[src/rtl/adc_uart_framer_if.sv]
// Sample-in / byte-out handshake bundle for adc_uart_framer.
// master = framer side, slave = ADC capture + UART TX side.
interface adc_uart_framer_if #(
  parameter int unsigned NUM_CH   = 2,
  parameter int unsigned SAMPLE_W = 12
);
  logic [NUM_CH*SAMPLE_W-1:0] sample_data;
  logic                       sample_valid;
  logic [7:0]                 byte_data;
  logic                       byte_valid;
  logic                       byte_ready;

  modport master (
    input  sample_data, sample_valid, byte_ready,
    output byte_data, byte_valid
  );

  modport slave (
    output sample_data, sample_valid, byte_ready,
    input  byte_data, byte_valid
  );
endinterface

[src/rtl/adc_uart_framer.sv]
// Multi-channel ADC sample framer: HEADER, SEQ, packed samples, checksum over a byte handshake.
// Define ADC_FRAMER_CRC8_EN to replace the additive checksum with CRC-8 (poly 0x07).
module adc_uart_framer #(
  parameter int unsigned NUM_CH   = 2,
  parameter int unsigned SAMPLE_W = 12,
  parameter logic [7:0]  HEADER   = 8'hA5,
  parameter int unsigned DECIM    = 1
) (
  input  logic                sys_clk,
  input  logic                sys_rst,
  adc_uart_framer_if.master   bus,
  output logic                frame_busy,
  output logic [7:0]          overrun_cnt
);
  localparam int unsigned BPS  = (SAMPLE_W + 7) / 8;
  localparam int unsigned PADW = BPS * 8;

  typedef enum logic [2:0] {StIdle, StHdr, StSeq, StData, StCsum} state_e;

  state_e                     state_q, state_d;
  logic [NUM_CH*SAMPLE_W-1:0] shadow_q, shadow_d;
  logic [7:0]                 seq_q, seq_d;
  logic [7:0]                 decim_q, decim_d;
  logic [7:0]                 csum_q, csum_d;
  logic [7:0]                 overrun_q, overrun_d;
  logic [2:0]                 ch_q, ch_d;
  logic                       byte_idx_q, byte_idx_d;

  logic                       xfer;
  logic [SAMPLE_W-1:0]        cur_sample;
  logic [PADW-1:0]            cur_padded;
  logic [7:0]                 data_byte;
  logic [7:0]                 out_byte;

  function automatic logic [7:0] csum_step(input logic [7:0] acc, input logic [7:0] b);
`ifdef ADC_FRAMER_CRC8_EN
    logic [7:0] c;
    c = acc ^ b;
    for (int i = 0; i < 8; i++) begin
      c = c[7] ? ((c << 1) ^ 8'h07) : (c << 1);
    end
    return c;
`else
    return acc + b;
`endif
  endfunction

  // Select the current channel and byte with constant indices only.
  always_comb begin
    cur_sample = '0;
    for (int c = 0; c < NUM_CH; c++) begin
      if (ch_q == 3'(c)) cur_sample = shadow_q[c*SAMPLE_W +: SAMPLE_W];
    end
    cur_padded = PADW'(cur_sample);
    data_byte  = '0;
    for (int b = 0; b < BPS; b++) begin
      if (byte_idx_q == 1'(b)) data_byte = cur_padded[b*8 +: 8];
    end
  end

  always_comb begin
    case (state_q)
      StHdr:   out_byte = HEADER;
      StSeq:   out_byte = seq_q;
      StData:  out_byte = data_byte;
      StCsum:  out_byte = csum_q;
      default: out_byte = 8'h00;
    endcase
  end

  assign bus.byte_data  = out_byte;
  assign bus.byte_valid = (state_q != StIdle);
  assign frame_busy     = (state_q != StIdle);
  assign overrun_cnt    = overrun_q;
  assign xfer           = bus.byte_valid & bus.byte_ready;

  always_comb begin
    state_d    = state_q;
    shadow_d   = shadow_q;
    seq_d      = seq_q;
    decim_d    = decim_q;
    csum_d     = csum_q;
    overrun_d  = overrun_q;
    ch_d       = ch_q;
    byte_idx_d = byte_idx_q;

    // The CSUM transfer cycle still counts as busy.
    if (bus.sample_valid && (state_q != StIdle) && (overrun_q != 8'hFF)) begin
      overrun_d = overrun_q + 8'd1;
    end

    case (state_q)
      StIdle: begin
        if (bus.sample_valid) begin
          if ((DECIM <= 1) || (decim_q == 8'(DECIM - 1))) begin
            decim_d    = '0;
            shadow_d   = bus.sample_data;
            csum_d     = '0;
            ch_d       = '0;
            byte_idx_d = 1'b0;
            state_d    = StHdr;
          end else begin
            decim_d = decim_q + 8'd1;
          end
        end
      end
      StHdr: begin
        if (xfer) begin
          csum_d  = csum_step(csum_q, out_byte);
          state_d = StSeq;
        end
      end
      StSeq: begin
        if (xfer) begin
          csum_d  = csum_step(csum_q, out_byte);
          state_d = StData;
        end
      end
      StData: begin
        if (xfer) begin
          csum_d = csum_step(csum_q, out_byte);
          if (byte_idx_q == 1'(BPS - 1)) begin
            byte_idx_d = 1'b0;
            if (ch_q == 3'(NUM_CH - 1)) begin
              state_d = StCsum;
            end else begin
              ch_d = ch_q + 3'd1;
            end
          end else begin
            byte_idx_d = byte_idx_q + 1'b1;
          end
        end
      end
      StCsum: begin
        if (xfer) begin
          seq_d   = seq_q + 8'd1;
          csum_d  = '0;
          state_d = StIdle;
        end
      end
      default: state_d = StIdle;
    endcase
  end

  always_ff @(posedge sys_clk) begin
    if (sys_rst) begin
      state_q    <= StIdle;
      shadow_q   <= '0;
      seq_q      <= '0;
      decim_q    <= '0;
      csum_q     <= '0;
      overrun_q  <= '0;
      ch_q       <= '0;
      byte_idx_q <= 1'b0;
    end else begin
      state_q    <= state_d;
      shadow_q   <= shadow_d;
      seq_q      <= seq_d;
      decim_q    <= decim_d;
      csum_q     <= csum_d;
      overrun_q  <= overrun_d;
      ch_q       <= ch_d;
      byte_idx_q <= byte_idx_d;
    end
  end
endmodule
[src/flat_wrapper.sv]
// flat-port wrapper written by rule: the top's interface ports become plain ports
module adc_uart_framer_flat 
#(
  parameter int unsigned NUM_CH   = 2,
  parameter int unsigned SAMPLE_W = 12,
  parameter logic [7:0]  HEADER   = 8'hA5,
  parameter int unsigned DECIM    = 1
)
  (sys_clk, sys_rst, frame_busy, overrun_cnt, bus_sample_data, bus_sample_valid, bus_byte_ready, bus_byte_data, bus_byte_valid);
  adc_uart_framer_if #(.NUM_CH(NUM_CH), .SAMPLE_W(SAMPLE_W)) bus_i ();
  input  logic sys_clk;
  input  logic sys_rst;
  output logic frame_busy;
  output logic [7:0] overrun_cnt;
  input wire logic [$bits(bus_i.sample_data)-1:0] bus_sample_data;
  input wire logic [$bits(bus_i.sample_valid)-1:0] bus_sample_valid;
  input wire logic [$bits(bus_i.byte_ready)-1:0] bus_byte_ready;
  output wire logic [$bits(bus_i.byte_data)-1:0] bus_byte_data;
  output wire logic [$bits(bus_i.byte_valid)-1:0] bus_byte_valid;
  assign bus_i.sample_data = bus_sample_data;
  assign bus_i.sample_valid = bus_sample_valid;
  assign bus_i.byte_ready = bus_byte_ready;
  assign bus_byte_data = bus_i.byte_data;
  assign bus_byte_valid = bus_i.byte_valid;
  adc_uart_framer #(.NUM_CH(NUM_CH), .SAMPLE_W(SAMPLE_W), .HEADER(HEADER), .DECIM(DECIM)) u_core (.sys_clk(sys_clk), .sys_rst(sys_rst), .bus(bus_i), .frame_busy(frame_busy), .overrun_cnt(overrun_cnt));
endmodule
[config.mk]
export PLATFORM = sky130hd
export DESIGN_NAME = adc_uart_framer_flat
export DESIGN_NICKNAME = d
export VERILOG_FILES = /design/src/rtl/adc_uart_framer_if.sv /design/src/rtl/adc_uart_framer.sv /design/src/flat_wrapper.sv
export SDC_FILE = /design/constraint.sdc
export NUM_CORES = 1
export LEC_CHECK = 0
export BUFFER_PORTS_ARGS = -buffer_cell sky130_fd_sc_hd__buf_2
export CAP_MARGIN = 20
export CORE_MARGIN = 2
export CORE_UTILIZATION = 45
export DETAILED_ROUTE_END_ITERATION = 7
export GPL_TIMING_DRIVEN = 1
export PLACE_DENSITY = 0.75
export RECOVER_POWER = 50
export SYNTH_ARGS = -nofsm -noshare
export SYNTH_HDL_FRONTEND = slang
export SYNTH_SLANG_ARGS = --single-unit
[constraint.sdc]
create_clock -name sys_clk -period 3.6 [get_ports sys_clk]
set_input_delay 0.72 -clock sys_clk [delete_from_list [all_inputs] [get_ports sys_clk]]
set_output_delay 0.72 -clock sys_clk [all_outputs]
set_load 0.02 [all_outputs]
==> results of run 1 <==
[layout make-up]
type	instances	area [um2]	share of cell area [%]
multi-input cells	298	1720	52.0
flip-flops and latches	55	1100	33.3
repair buffers	53	264	7.99
well taps	77	96.3	2.92
clock buffers	6	82.6	2.50
inverters	7	26.3	0.795
clock inverters	2	13.8	0.417
[sequential cells by signal, indices dropped and copies added (netlist names)]
name                cells
u_core.overrun_cnt      8
u_core.seq_q            8
u_core.ch_q             3
u_core.state_q          3
u_core.byte_idx_q       1
u_core.shadow_q        24
u_core.csum_q           8
[stage by stage]
stage	total power [mW]	hold WS (ns)
after global placement	0.867	0.448
after floorplan	0.812	0.432
final	1.21	0.463
after CTS	1.23	0.465
after global routing	1.28	0.484
after detailed placement	0.872	0.451
[worst max-delay path, stage by stage, from the launching register on]
cell and delay, ns:
dfxtp_1 0.39, clkbuf_1 0.29, nand3b_1 0.37, or3_1 0.41, o21ai_0 0.42, buf_2 0.25
[power by group through the flow]
stage          sequential [mW]  clock (mW)  combinational (mW)
2_1_floorplan            0.660           0               0.152
3_3_place_gp             0.669           0               0.197
3_5_place_dp             0.670           0               0.202
4_1_cts                  0.656       0.371               0.202
5_1_grt                  0.659       0.399               0.222
6_report                 0.656       0.360               0.197
[worst max-delay path by stage]
stage	from	to	slack, ns	cells after the start
6_report	u_core.state_q[2]	bus_byte_data[5]	0.44	5
5_1_grt	u_core.ch_q[0]	u_core.csum_q[6]	0.15	16
4_1_cts	u_core.ch_q[0]	bus_byte_data[1]	0.44	7
3_5_place_dp	u_core.ch_q[0]	u_core.csum_q[6]	0.51	16
3_3_place_gp	u_core.ch_q[0]	u_core.csum_q[6]	0.61	16
2_1_floorplan	u_core.ch_q[0]	u_core.csum_q[5]	0.29	14
[logic make-up after synthesis]
logic type | after synthesis | synth area share, %
AO/OA/AOI/OAI | 97 | 20.2
XOR/XNOR | 20 | 5.85
adder cells (fa/ha/maj) | 13 | 5.69
buffers and inverters | 33 | 4.89
flip-flops | 55 | 36.8
multiplexers | 4 | 1.38
AND/OR/NAND/NOR | 164 | 25.3
[cells in the mapped netlist, types with 4 or more instances]
cell type	n
nor2_1	33
buf_2	6
xor2_1	10
a22oi_1	12
inv_1	7
clkbuf_1	15
nand2_1	85
nand3_1	9
a21oi_1	41
o211ai_1	5
dfxtp_1	55
nor2b_1	5
xnor2_1	10
nor3_1	7
and3_1	4
ha_1	12
o21ai_0	20
[metal layers]
metal	up-vias	track usage (%)
li1	1400	-
met4	0	5.34
met1	1286	27.9
met3	6	2.79
met2	78	30.8
met5	-	0
==> out/summary.md, run 1 <==
Average routed wire per standard cell: 13.8 um. For this configuration, the core starts out at a cell density of 46.9%. Sequential cells account for 54.1% of the total power.

Instance count along the most critical hold path: 2. The number of flops mapped to enable cells by yosys was 0. Across all setup checks in the final design, the least slack found is 0.435 ns.

Post-synthesis sequential area ratio: 36.8%. The run finished with clean final reports. Routability-driven placement finished with a final weighted congestion of 0.896.

The minimum clock period after layout is 3.16 ns. In this run switching power makes up 28.9% of total power. The post-synth net total was 427. Clock tree skew after final layout: 0.00998 ns. The layout cell share with drive strength beyond 1 is 13.3%, and the global-route usage over all layers is 19.5%.

The remaining antenna violation count was 0; the sum of overflow across all layers after global routing was 0. The region available for standard cell placement spans 6390 um2. After clock tree synthesis, the clock-pin slew on the worst setup and hold paths is 0.09 ns. The library cell used most frequently in the layout, excluding fill and tap cells, is nand2_1. From bottom edge to top edge, the die measures 85.6 um. Dividing the final minimum period by the clock period gives 87.9%. The final cell count without fillers is 498. For the pin with the worst max-slew slack, the measured transition is 1.14 ns. In this run the count of I/O pins placed on the die edge is 46. The net total in the final layout was 461. The run gives 2474 as the via count of the first global-routing pass. The tools report the hold-critical path endpoint as u_core.shadow_q[5]. After detailed routing, no signal wire sits above met4. Worst-case headroom to the max-slew limit: 24.1%. The worst register-to-register path has a depth of 16. In the layout the commonest cells are nand2_1, dfxtp_1, a21oi_1. The final count of hold timing violations is 0. Worst voltage drop across the vdd grid: 0.000198 V. Setup repair after global routing left no endpoint under its margin.

The setup TNS after final layout is 0 ns. Dividing the synthesized area by the synthesized cell count gives 7.75 um2. Capture instance of the worst register-to-register path: u_core.csum_q[6]. In this run the worst path has a maximum fanout of 15. The maximum buffer depth of the clock tree was 2; the length of the first detailed-routing pass in iterations was 5.

In this run, post-CTS repair resized a total of 0 instances. The number of buffers added on ports is 45. Summing all placed instances gives a cell area of 3250 um2. For this run, the top clock speed supported by timing is 316 MHz. The biggest area contributor in the post-synthesis netlist is dfxtp_1. STA classifies the critical path endpoint as an output port. The number of antenna diodes in the final layout is 0. The tools report the number of pins with negative max-slew slack in the final report as 0. The standby leakage power was 1.28 nW; the insertion delay to the later sink of the worst-skew pair was 0.31 ns. Cells fill 51.7% of the core in the end. The routed length on met1 came out at 3210 um. The register bit total from synthesis is 55. The logs give 55 for the total clock sinks and 2990 um2 for the area of the mapped netlist. The post-synthesis instance total came out at 386. The tools report the count of warnings emitted by yosys as 0.

After synthesis, the cell types taking the most area are dfxtp_1, nand2_1, a21oi_1, ha_1, nor2_1. The tools report the largest net degree at the start of global routing as 37. The total of fill cells in the finished design was 644; the combinational group share of total power was 16.2%. The number of antenna violations at the first check in global routing was 0. The number of H-tree levels came out at 2. The number of failing setup endpoints in the final timing report is 0.

Most instantiated flip-flop cell in the synthesis netlist: dfxtp_1. The DRC violation total after the first TritonRoute iteration was 187. The worst hold path begins at u_core.shadow_q[5]. Clock tree synthesis selected as its root buffer the cell clkbuf_8.

The routed layout has 2770 vias. The required arrival time at the worst endpoint is 2.88 ns, and the count of max-cap constraint violations is 0. The area share of the largest cell type after synthesis is 36.8%, and the net switching power figure is 351 uW.

The run gives 29 as the number of rows in the core area. The tools report the buffers inserted during post-CTS setup optimization as 0. The floorplan step defined a die boundary enclosing 7320 um2. The path class of the tightest hold or removal check is reg2reg. TritonCTS built the clock tree. The worst register-to-register path has a setup slack of 0.45 ns.

The startpoint identified for the worst register-to-register timing path is u_core.ch_q[0]. The cell-internal power was 862 uW; the cts-stage hold buffer count was 0. In this run, the clock network consumes 29.7% of the power. After detailed placement, the design holds a cell count of 490. The tools report the amount of wire on met2 after detailed routing as 3190 um. The via density per instance was 5.56.

The final instance area is 3300 um2. In this run, distinct cell masters in the synthesized netlist total 49. The floorplan step set the die width to 85.6 um. STA puts the critical path data arrival time at 2.44 ns.

The area growth from synthesis to layout was 10.4%; the async set-reset flop share out of synthesis was 0%. The first global-routing pass estimated 11600 um of wire. Detailed routing placed a total of 379 um of wire on met3. The wire-length estimate of the detail-placed layout is 5120 um.

The logs give 6880 um for the final wirelength and 0 for the number of DRC violations after detailed routing. The worst slack at placement is 0.508 ns, and the clock buffer count from CTS is 5. The setup path with the least slack is of type reg2out.

For this design the ratio of total power to cell area is 367 nW/um2. The worst setup path is launched from a flip-flop.
(Power assumes the default switching activity.)
==> run 2: changes to the inputs <==
Settings changed: PLACE_DENSITY 0.75 to 0.77.
Clock period 3.6 ns to 2.7 ns, I/O delays scaled along.
==> out/summary.md, run 2 (synthesis gave the netlist of run 1 again) <==
For this design the ratio of total power to cell area is 479 nW/um2. The run gives 46 as the number of top-level pins. The run gives 2.90 ns as the required arrival time at the worst endpoint. The start-to-end type of the worst setup path was reg2reg. Counting buffers and inverters, the worst setup path is 14 cells deep. The minimum setup slack among reg-to-reg paths is 0.07 ns. The most frequent standard cell in the layout excluding fill and tap cells was nand2_1.

The flow ran to the end, and the final reports show no timing, DRC or antenna violations. The logs give 5 for the clock buffer count from CTS and 7770 um for the final wirelength. The remaining antenna violation count is 0, and the number of DRC violations after detailed routing is 0. For the setup TNS after final layout, the log shows 0 ns. Setup repair after global routing could not meet its margin everywhere.

The floorplan step set the die width to 85.6 um. TritonCTS built the clock tree. The worst pin sits at a relative slew slack of 40.7%. The maximum buffer depth of the clock tree is 2. The tools report the met3 wire length as 403 um.

In this run the critical register-to-register path is launched from u_core.ch_q[0]. The clock tree skew after final layout was 0.00564 ns. On the critical path the largest part of the delay comes from compound AO/OA/AOI/OAI gates. The count of max-cap constraint violations came out at 0.

The combinational group share of total power was 18.8%. The signal on the critical path passes through inv_4, ha_4, buf_6, nand2_2, o211ai_1, o21ai_2, o32ai_4, ha_1, a21oi_2, nand4b_1, nand2_1, xor2_1, a22oi_1, nor2_1. After detailed routing, the wire length on met1 is 3490 um.

From bottom edge to top edge, the die measures 85.6 um. Static timing analysis puts the maximum clock frequency at 380 MHz. The tools report the worst setup path endpoint as u_core.csum_q[5]. Together, buffers and inverters on the worst path number 2. Across all layers, the routed design uses 2882 vias. The tools report the capture instance of the worst register-to-register path as u_core.csum_q[5].

The diode insertion count for antenna repair is 0, and the switching share of total power is 28.8%. Maximum net fanout on the critical path: 6. The register with the most flip-flops in the final layout is u_core.shadow_q.

Once placement finished, the instance area stood at 3430 um2. STA puts the critical path data arrival time at 2.83 ns. The cell with the largest stage delay on the worst path was dfxtp_4. The placer's final routability congestion estimate was 0.855; the net total in the final layout was 487. Fill cells in the final layout number 590. The DRC violation total after the first TritonRoute iteration came out at 191.

The clock reaches the later pin of the worst-skew pair after 0.31 ns. The register with the most flip-flops in the layout has 24 of them. The tools report the number of rows in the core area as 29. STA classifies the critical path startpoint as a flip-flop. The tools report the number of failing setup endpoints in the final timing report as 0. The number of hold buffers added after CTS was 0. The most critical setup path has its startpoint at u_core.ch_q[0].

After clock tree synthesis, the clock-pin slew on the worst setup and hold paths is 0.11 ns. The number of antenna violations at the first check in global routing is 0, and the delay contributed by the slowest stage of the critical path is 0.39 ns. The length of the first detailed-routing pass in iterations is 4, and the number of cell instances on the worst register-to-register path is 14. Path category of the worst min-delay check: in2reg.

The worst voltage drop across the vdd grid was 0.000240 V; the standby leakage power was 1.45 nW. The area growth from synthesis to layout is 23.9%. After layout, the minimum clock period comes to 2.63 ns. The final count of hold timing violations was 0.

Library cell used as clock root buffer: clkbuf_8. The period utilization works out to 97.5%. In this run the standard cell core region covers 6390 um2. Entering global routing, the biggest net connects 36 pins. The endpoint kind of the worst setup timing path was a flip-flop.

For this configuration, the core starts out at a cell density of 46.9%. Summing all non-filler instances in the final layout gives an area of 3710 um2. In this run the tool buffered the top-level ports with 45 buffer cells. Detailed routing placed a total of 3790 um of wire on met2.

The tools report the worst slack at placement as -0.0793 ns. The global-route usage over all layers came out at 21.0%. For the via count of the first global-routing pass, the log shows 2715. The top cell types in the final layout, fill and taps aside, are nand2_1, dfxtp_1, buf_2. The logs give 1110 um2 for the register area and 0.0674 ns for the post-layout worst setup margin. The via density per instance is 5.50, and the sum of net half-perimeters after detailed placement is 5610 um. The tools report the relative contribution of the clock network to total power as 31.9%.

The H-tree was split into 2 levels. The logs give 1880 um2 for the total area of multi-input combinational cells and 0 for the sum of overflow across all layers after global routing. In the final layout, the share of cells above drive strength 1 is 25.1%. For this design the total switching power over the nets is 512 uW.

For this design, the sink count on the clock tree is 55. After detailed routing, no signal wire sits above met4. Sequential cells account for 49.2% of the total power.

Dividing the detail-routed wire length by the instance count gives 14.8 um. The first global-routing pass estimated 12600 um of wire. The number of pins with negative max-slew slack in the final report was 0; the slew at the pin with the worst max-slew slack was 0.887 ns.

The cell-internal power was 1.26 mW; the die footprint was 7320 um2.
==> run 2: cell types whose count changed in the layout (fill, tap and decap cells not counted), sizes merged <==
cell,previous run,this run
buf,42,71
clkbuf,17,13
bufinv,0,1
clkinv,1,0
clkinvlp,0,1
==> run 2: power groups by stage <==
stage	clock, mW	sequential, mW	combinational [mW]
after floorplan	0	0.881	0.218
after global placement	0	0.889	0.295
after detailed placement	0	0.890	0.302
after CTS	0.576	0.872	0.322
after global routing	0.607	0.878	0.368
final	0.567	0.874	0.334
==> run 2: cell type report <==
type                       instances  area share, %
multi-input combinational        298           50.7
inverter                           7          0.844
tap                               77           2.60
clock inverter                     3           1.25
sequential                        55           29.9
clock buffer                       5           1.86
timing repair buffer              79           12.9
==> run 2: per-stage QoR <==
stage / power (mW) / utilization [%] / hold slack, ns / std cells
after floorplan: 1.10 / - / 0.432 / 386
after global placement: 1.18 / 53.7 / 0.441 / 504
after detailed placement: 1.19 / 53.7 / 0.448 / 504
after CTS: 1.77 / 57.1 / 0.444 / 520
after global routing: 1.85 / 58.1 / 0.446 / 524
final: 1.77 / 58.1 / 0.449 / 524
==> run 2: how the worst min path moves through the flow <==
stage | startpoint | endpoint | slack, ns | depth (start not counted)
finish | bus_sample_data[6] | u_core.shadow_q[6] | 0.45 | 3
detailed placement | u_core.shadow_q[4] | u_core.shadow_q[4] | 0.45 | 2
global placement | u_core.shadow_q[5] | u_core.shadow_q[5] | 0.44 | 2
global route | bus_sample_data[11] | u_core.shadow_q[11] | 0.45 | 3
floorplan | u_core.shadow_q[4] | u_core.shadow_q[4] | 0.43 | 2
CTS | bus_sample_data[16] | u_core.shadow_q[16] | 0.44 | 3
==> run 2: routing by layer <==
metal | up-vias | global-route usage, %
met2 | 66 | 35.7
met5 | - | 0
met1 | 1353 | 27.7
li1 | 1456 | -
met3 | 7 | 3.85
met4 | 0 | 5.34
==> run 2: worst reg2reg max path, delay by kind of cell, from the launching register on <==
| family | cells | cell delay [ns] |
|---|---|---|
| compound gates | 5 | 1.01 |
| fa+ha+maj | 2 | 0.48 |
| flops | 1 | 0.39 |
| simple gates | 4 | 0.33 |
| buf+inv | 2 | 0.18 |
| xor+xnor | 1 | 0.15 |
==> run 2: repair_timing <==
item                       CTS  global route
setup endpoints to repair    6             7
pin swaps                   14            19
setup buffers                8             4
cloned                       0             0
resized for setup           10            15
